==> config.mk <==
export PLATFORM = sky130hd
export DESIGN_NAME = slot_reels_flat
export DESIGN_NICKNAME = d
export VERILOG_FILES = /design/src/rtl/slot_reels_if.sv /design/src/rtl/slot_reels.sv /design/src/flat_wrapper.sv
export SDC_FILE = /design/constraint.sdc
export NUM_CORES = 1
export LEC_CHECK = 0
export CORE_MARGIN = 2
export CORE_UTILIZATION = 52
export CTS_BUF_LIST = sky130_fd_sc_hd__clkbuf_8
export DETAILED_ROUTE_END_ITERATION = 7
export PLACE_DENSITY = 0.75
export SLEW_MARGIN = 0
export SYNTH_ARGS = -nofsm -noshare
export SYNTH_HDL_FRONTEND = slang
export SYNTH_SLANG_ARGS = --single-unit
==> constraint.sdc <==
create_clock -name clk -period 2.45 [get_ports clk]
set_input_delay 0.49 -clock clk [delete_from_list [all_inputs] [get_ports clk]]
set_output_delay 0.49 -clock clk [all_outputs]
set_load 0.01 [all_outputs]
==> src/rtl/slot_reels_if.sv <==
// rtl/slot_reels_if.sv - spin request and reel result signals between slot_fsm and slot_reels
interface slot_reels_if;
  logic            slotRunning;
  logic [2:0][3:0] slotNums;
  logic [2:0]      reelsMoving;
  logic            settled;

  // Game FSM side: requests spins, observes the reels
  modport master (
    output slotRunning,
    input  slotNums,
    input  reelsMoving,
    input  settled
  );

  // Reel generator side
  modport slave (
    input  slotRunning,
    output slotNums,
    output reelsMoving,
    output settled
  );
endinterface

==> src/rtl/slot_reels.sv <==
// rtl/slot_reels.sv - three staggered-stop reel digit generators; optional SLOT_JITTER_EN adds LFSR step jitter
module slot_reels #(
  parameter int DIV0    = 2,
  parameter int DIV1    = 3,
  parameter int DIV2    = 5,
  parameter int STAGGER = 8
) (
  input  logic        clk,
  input  logic        rst,
  slot_reels_if.slave bus
);

  // Stagger counter holds STAGGER-1 down to 0, so one stop phase lasts STAGGER cycles.
  localparam int SW = (STAGGER > 1) ? $clog2(STAGGER) : 1;
  localparam logic [SW-1:0] STAG_LOAD = SW'(STAGGER - 1);

  typedef enum logic [2:0] {
    IDLE  = 3'd0,
    SPIN  = 3'd1,
    STOP1 = 3'd2,
    STOP2 = 3'd3,
    DONE  = 3'd4
  } state_e;

  state_e          state_q, state_d;
  logic [SW-1:0]   stag_q, stag_d;
  logic            presc_clr;
  logic [2:0]      moving;
  logic [2:0]      step_inc;
  logic [2:0][3:0] nums;

  // FSM state and stagger counter registers
  always_ff @(posedge clk or negedge rst) begin
    if (!rst) begin
      state_q <= IDLE;
      stag_q  <= '0;
    end else begin
      state_q <= state_d;
      stag_q  <= stag_d;
    end
  end

  // Next-state logic; a respin request always wins over stagger expiry
  always_comb begin
    state_d   = state_q;
    stag_d    = stag_q;
    presc_clr = 1'b0;
    case (state_q)
      IDLE: begin
        if (bus.slotRunning) begin
          state_d   = SPIN;
          presc_clr = 1'b1;
        end
      end
      SPIN: begin
        if (!bus.slotRunning) begin
          state_d = STOP1;
          stag_d  = STAG_LOAD;
        end
      end
      STOP1: begin
        if (bus.slotRunning) begin
          state_d = SPIN;
        end else if (stag_q == '0) begin
          state_d = STOP2;
          stag_d  = STAG_LOAD;
        end else begin
          stag_d = stag_q - 1'b1;
        end
      end
      STOP2: begin
        if (bus.slotRunning) begin
          state_d = SPIN;
        end else if (stag_q == '0) begin
          state_d = DONE;
        end else begin
          stag_d = stag_q - 1'b1;
        end
      end
      DONE: begin
        // A spin request here is deliberately dropped; IDLE picks it up next edge.
        state_d = IDLE;
      end
      default: begin
        state_d = IDLE;
      end
    endcase
  end

  // Decode which reels may step from the registered state
  always_comb begin
    moving = 3'b000;
    case (state_q)
      SPIN:    moving = 3'b111;
      STOP1:   moving = 3'b110;
      STOP2:   moving = 3'b100;
      default: moving = 3'b000;
    endcase
  end

`ifdef SLOT_JITTER_EN
  logic [15:0] lfsr_q;

  // Free-running Galois LFSR, x^16+x^14+x^13+x^11+1
  always_ff @(posedge clk or negedge rst) begin
    if (!rst) begin
      lfsr_q <= 16'hACE1;
    end else begin
      lfsr_q <= {1'b0, lfsr_q[15:1]} ^ ({16{lfsr_q[0]}} & 16'hB400);
    end
  end

  // Step size of 1..4 drawn from the low LFSR bits
  always_comb begin
    step_inc = {1'b0, lfsr_q[1:0]} + 3'd1;
  end
`else
  // Plain counting reels advance by one per step
  always_comb begin
    step_inc = 3'd1;
  end
`endif

  for (genvar g = 0; g < 3; g++) begin : g_reel
    localparam int DIV = (g == 0) ? DIV0 : ((g == 1) ? DIV1 : DIV2);
    localparam int PW  = (DIV > 1) ? $clog2(DIV) : 1;
    localparam logic [PW-1:0] WRAP = PW'(DIV - 1);

    logic [PW-1:0] presc_q, presc_d;
    logic [3:0]    digit_q, digit_d;
    logic [4:0]    sum;
    logic          step;

    // Prescaler advance and modulo-10 digit step for this reel
    always_comb begin
      step    = moving[g] && (presc_q == WRAP);
      presc_d = presc_q;
      if (presc_clr) begin
        presc_d = '0;
      end else if (moving[g]) begin
        presc_d = step ? '0 : presc_q + 1'b1;
      end
      sum     = {1'b0, digit_q} + {2'b00, step_inc};
      digit_d = digit_q;
      if (step) begin
        digit_d = (sum >= 5'd10) ? 4'(sum - 5'd10) : sum[3:0];
      end
    end

    // Prescaler and digit registers; both hold while the reel is frozen
    always_ff @(posedge clk or negedge rst) begin
      if (!rst) begin
        presc_q <= '0;
        digit_q <= '0;
      end else begin
        presc_q <= presc_d;
        digit_q <= digit_d;
      end
    end

    assign nums[g] = digit_q;
  end

  assign bus.slotNums    = nums;
  assign bus.reelsMoving = moving;
  assign bus.settled     = (state_q == DONE);

endmodule
==> src/flat_wrapper.sv <==
// flat-port wrapper written by rule: the top's interface ports become plain ports
module slot_reels_flat 
#(
  parameter int DIV0    = 2,
  parameter int DIV1    = 3,
  parameter int DIV2    = 5,
  parameter int STAGGER = 8
)
  (clk, rst, bus_slotRunning, bus_slotNums, bus_reelsMoving, bus_settled);
  slot_reels_if bus_i ();
  input  logic clk;
  input  logic rst;
  input wire logic [$bits(bus_i.slotRunning)-1:0] bus_slotRunning;
  output wire logic [$bits(bus_i.slotNums)-1:0] bus_slotNums;
  output wire logic [$bits(bus_i.reelsMoving)-1:0] bus_reelsMoving;
  output wire logic [$bits(bus_i.settled)-1:0] bus_settled;
  assign bus_i.slotRunning = bus_slotRunning;
  assign bus_slotNums = bus_i.slotNums;
  assign bus_reelsMoving = bus_i.reelsMoving;
  assign bus_settled = bus_i.settled;
  slot_reels #(.DIV0(DIV0), .DIV1(DIV1), .DIV2(DIV2), .STAGGER(STAGGER)) u_core (.clk(clk), .rst(rst), .bus(bus_i));
endmodule
==> results.md <==
* Status: finished clean
* Type of the worst setup path: reg2reg
* Diodes inserted at 0
* CTS Buf Count at 3
* Die ar. at 3570 um^2
* Startpoint of the worst hold path: u_core.stag_q[0]
* Post-placement cell count at 234
* Post-route insts no fill at 239
* Final net count at 223
* CTS tree: yes
* GP Congestion at 0.842
* Layout cells sized above 1 at 7.28%
* Final setup viols at 0
* Multi-input logic area at 930 um^2
* CP Launch Point: u_core.g_reel[1].digit_q[0]
* # IOs at 19
* Die width at 59.7 um
* Synthesized flop and latch total at 24
* Synth-to-Final Area Change at 17.7%
* Drc violations at 0
* Global route overflow at 0
* Ys async rst share at 100%
* Tcrit/Tclk final at 95.8%
* Final Slew Violations at 0
* IO Port Bufs at 18
* Ys Warns at 0
* Setup ws final at 0.102 ns
* DRT iter0 DRCs at 47
* Largest net degree at the start of global routing at 25
* Critical Path, Cell by Cell: ha_2, xnor2_1, ha_2, nor2_1, a32o_1, a222oi_1, buf_4, xnor2_1, o21ai_1
* CTS root buffer: clkbuf_8
* Syn Area/Cell at 8.68 um^2
* Max_cap viols at 0
* Initial antenna violation count at 0
* Relative slew slack at 72.9%
* Pre-CTS WS at 0.0635 ns
* Crit Reg-Reg Startpoint: u_core.g_reel[1].digit_q[0]
* Vias at 1416
* Commonest non-fill, non-tap cell in the layout: dfrtp_1
* Fillers at 256
* PwrDens at 1190 nW/um^2
* Post-DRT Antenna Nets at 0
* Via density at 5.92
* Skew final at 0.00576 ns
* Die Y-Extent at 59.7 um
* Vias in the first global route at 1340
* Mapped Nets at 202
* Longest Clk Path Bufs at 2
* Worst-path fanout max at 6
* Most frequent cells in the layout: dfrtp_1, clkdlybuf4s50_1, inv_1, a21oi_1
* Buf/Inv on CP at 1
* Tmin final at 2.35 ns
* HPWL after detailed placement at 2440 um
* Actual slew at the worst max-slew pin at 0.407 ns
* WL/cell at 13.8 um
* Worst min-delay path class: reg2reg
* Startpoint class of the critical path: register
* Crit path DAT at 2.50 ns
* First drt pass iteration count at 4
* Max Fclk at 426 MHz
* Setup crit end kind: register
* Final WL at 3300 um
* Row cnt at 20
* Global-route wire length before repair at 5550 um
* EDFF count, synth at 0
* Primary FF master, synth: dfrtp_1
* Reg area at 603 um^2
* Post-synthesis sequential area ratio at 37.2%
* H-Tree Depth at 1
* CP max stage cell: dfrtp_1
* Worst vdd rail ir drop at 0.798 mV
* Mapped cell area at 1610 um^2
* Worst-skew pair later-pin latency at 0.27 ns
* Util after Layout at 63.2%
* Post-Synthesis Cells at 186
* Gr usage total at 20.4%
* Total core area at 3000 um^2
* Hold Vio Cnt, Final at 0
* CP delay by family, top: compound AO/OA/AOI/OAI gates
* Crit path largest cell delay at 0.46 ns
* Critical Path RT at 2.60 ns
* Post-synth cell types at 40
* CTS clock-pin slew for the worst setup and hold paths at 0.09 ns
* LEAKAGE at 0.794 nW
* # clock sinks at 24
* Starting Density at 53.8%
==> routing by layer <==
metal / wire length [um] / track usage [%] / vias up
met2: 1640 / 35.9 / 36
met1: 1470 / 24.9 / 672
met5: 0 / 0 / -
met3: 120 / 2.60 / 9
met4: 76 / 8.57 / 0
li1: - / - / 699
==> Yosys cell counts (2+ instances only) <==
library cell | instances | area (um^2)
a21oi_1 | 15 | 75.1
a222oi_1 | 2 | 20.0
a32o_1 | 2 | 20.0
and3_1 | 2 | 12.5
buf_2 | 5 | 25.0
dfrtp_1 | 24 | 601
ha_1 | 13 | 163
inv_1 | 15 | 56.3
nand2_1 | 14 | 52.6
nand2b_1 | 3 | 18.8
nand3_1 | 8 | 40.0
nand4_1 | 2 | 12.5
nor2_1 | 14 | 52.6
nor2b_1 | 4 | 25.0
nor3_1 | 5 | 25.0
nor3b_1 | 4 | 30.0
o21ai_0 | 14 | 70.1
o21ai_1 | 4 | 20.0
o22ai_1 | 2 | 12.5
o31ai_1 | 2 | 15.0
o32ai_1 | 2 | 17.5
xnor2_1 | 12 | 105
==> cell families (layout without fill, tap and decap cells) <==
kind of cell | count (synthesis) | in the layout | synth area share (%)
AO/OA/AOI/OAI | 50 | 50 | 19.0
flip-flops | 24 | 24 | 37.2
adder cells (fa/ha/maj) | 13 | 13 | 10.1
XOR/XNOR | 13 | 13 | 7.05
AND/OR/NAND/NOR | 64 | 64 | 21.2
buffers and inverters | 22 | 42 | 5.50
==> worst reg2reg max path, delay by kind of cell, from the launching register on <==
| family | cells | cell delay [ns] |
|---|---|---|
| compound gates | 3 | 0.75 |
| xor+xnor | 2 | 0.29 |
| fa+ha+maj | 2 | 0.49 |
| buf+inv | 1 | 0.19 |
| flops | 1 | 0.46 |
| simple gates | 1 | 0.05 |
==> worst paths after layout <==
kind / end / slack (ns) / cells past startpoint
max: u_core.g_reel[1].digit_q[1] / 0.10 / 9
min: u_core.stag_q[0] / 0.47 / 1
max reg2reg: u_core.g_reel[1].digit_q[1] / 0.10 / 9
min reg2reg: u_core.stag_q[0] / 0.47 / 1
max in group asynchronous: u_core.state_q[0] / 1.63 / 2
min in group asynchronous: u_core.g_reel[2].digit_q[2] / 0.57 / 2
==> where the power goes <==
group / leakage (nW) / internal, mW / switching, mW / total [mW]
registers: 0.286 / 0.532 / 0.215 / 0.746
logic: 0.479 / 0.631 / 0.608 / 1.24
clock network: 0.0288 / 0.144 / 0.129 / 0.272
total: 0.794 / 1.31 / 0.951 / 2.26
==> flip-flops by register name, indices dropped and copies added, names as in the netlist <==
signal / flops
u_core.g_reel.digit_q: 12
u_core.g_reel.presc_q: 6
u_core.stag_q: 3
u_core.state_q: 3
==> area by class of cell <==
type / count / area share [%]
flip-flops and latches: 24 / 31.8
repair buffers: 22 / 11.1
well taps: 33 / 2.17
clock buffers: 4 / 2.90
multi-input cells: 140 / 48.9
inverters: 16 / 3.16
==> stage by stage <==
stage / hold slack, ns / power, mW / TNS (ns) / area [um^2]
final: 0.473 / 2.26 / 0 / 1900
after global routing: 0.507 / 2.44 / -0.144 / 1900
after CTS: 0.475 / 2.22 / 0 / 1880
after detailed placement: 0.463 / 1.95 / 0 / 1830
after global placement: 0.461 / 1.84 / 0 / 1830
after floorplan: 0.194 / 1.54 / 0 / 1610
==> timing repair <==
item                                    CTS  global route
endpoints found under the setup margin    0             3
buffers inserted                          0             1
gates resized for setup                   0             4
hold buffers                              0             0
Note: power is estimated with default switching activity, not from simulation.
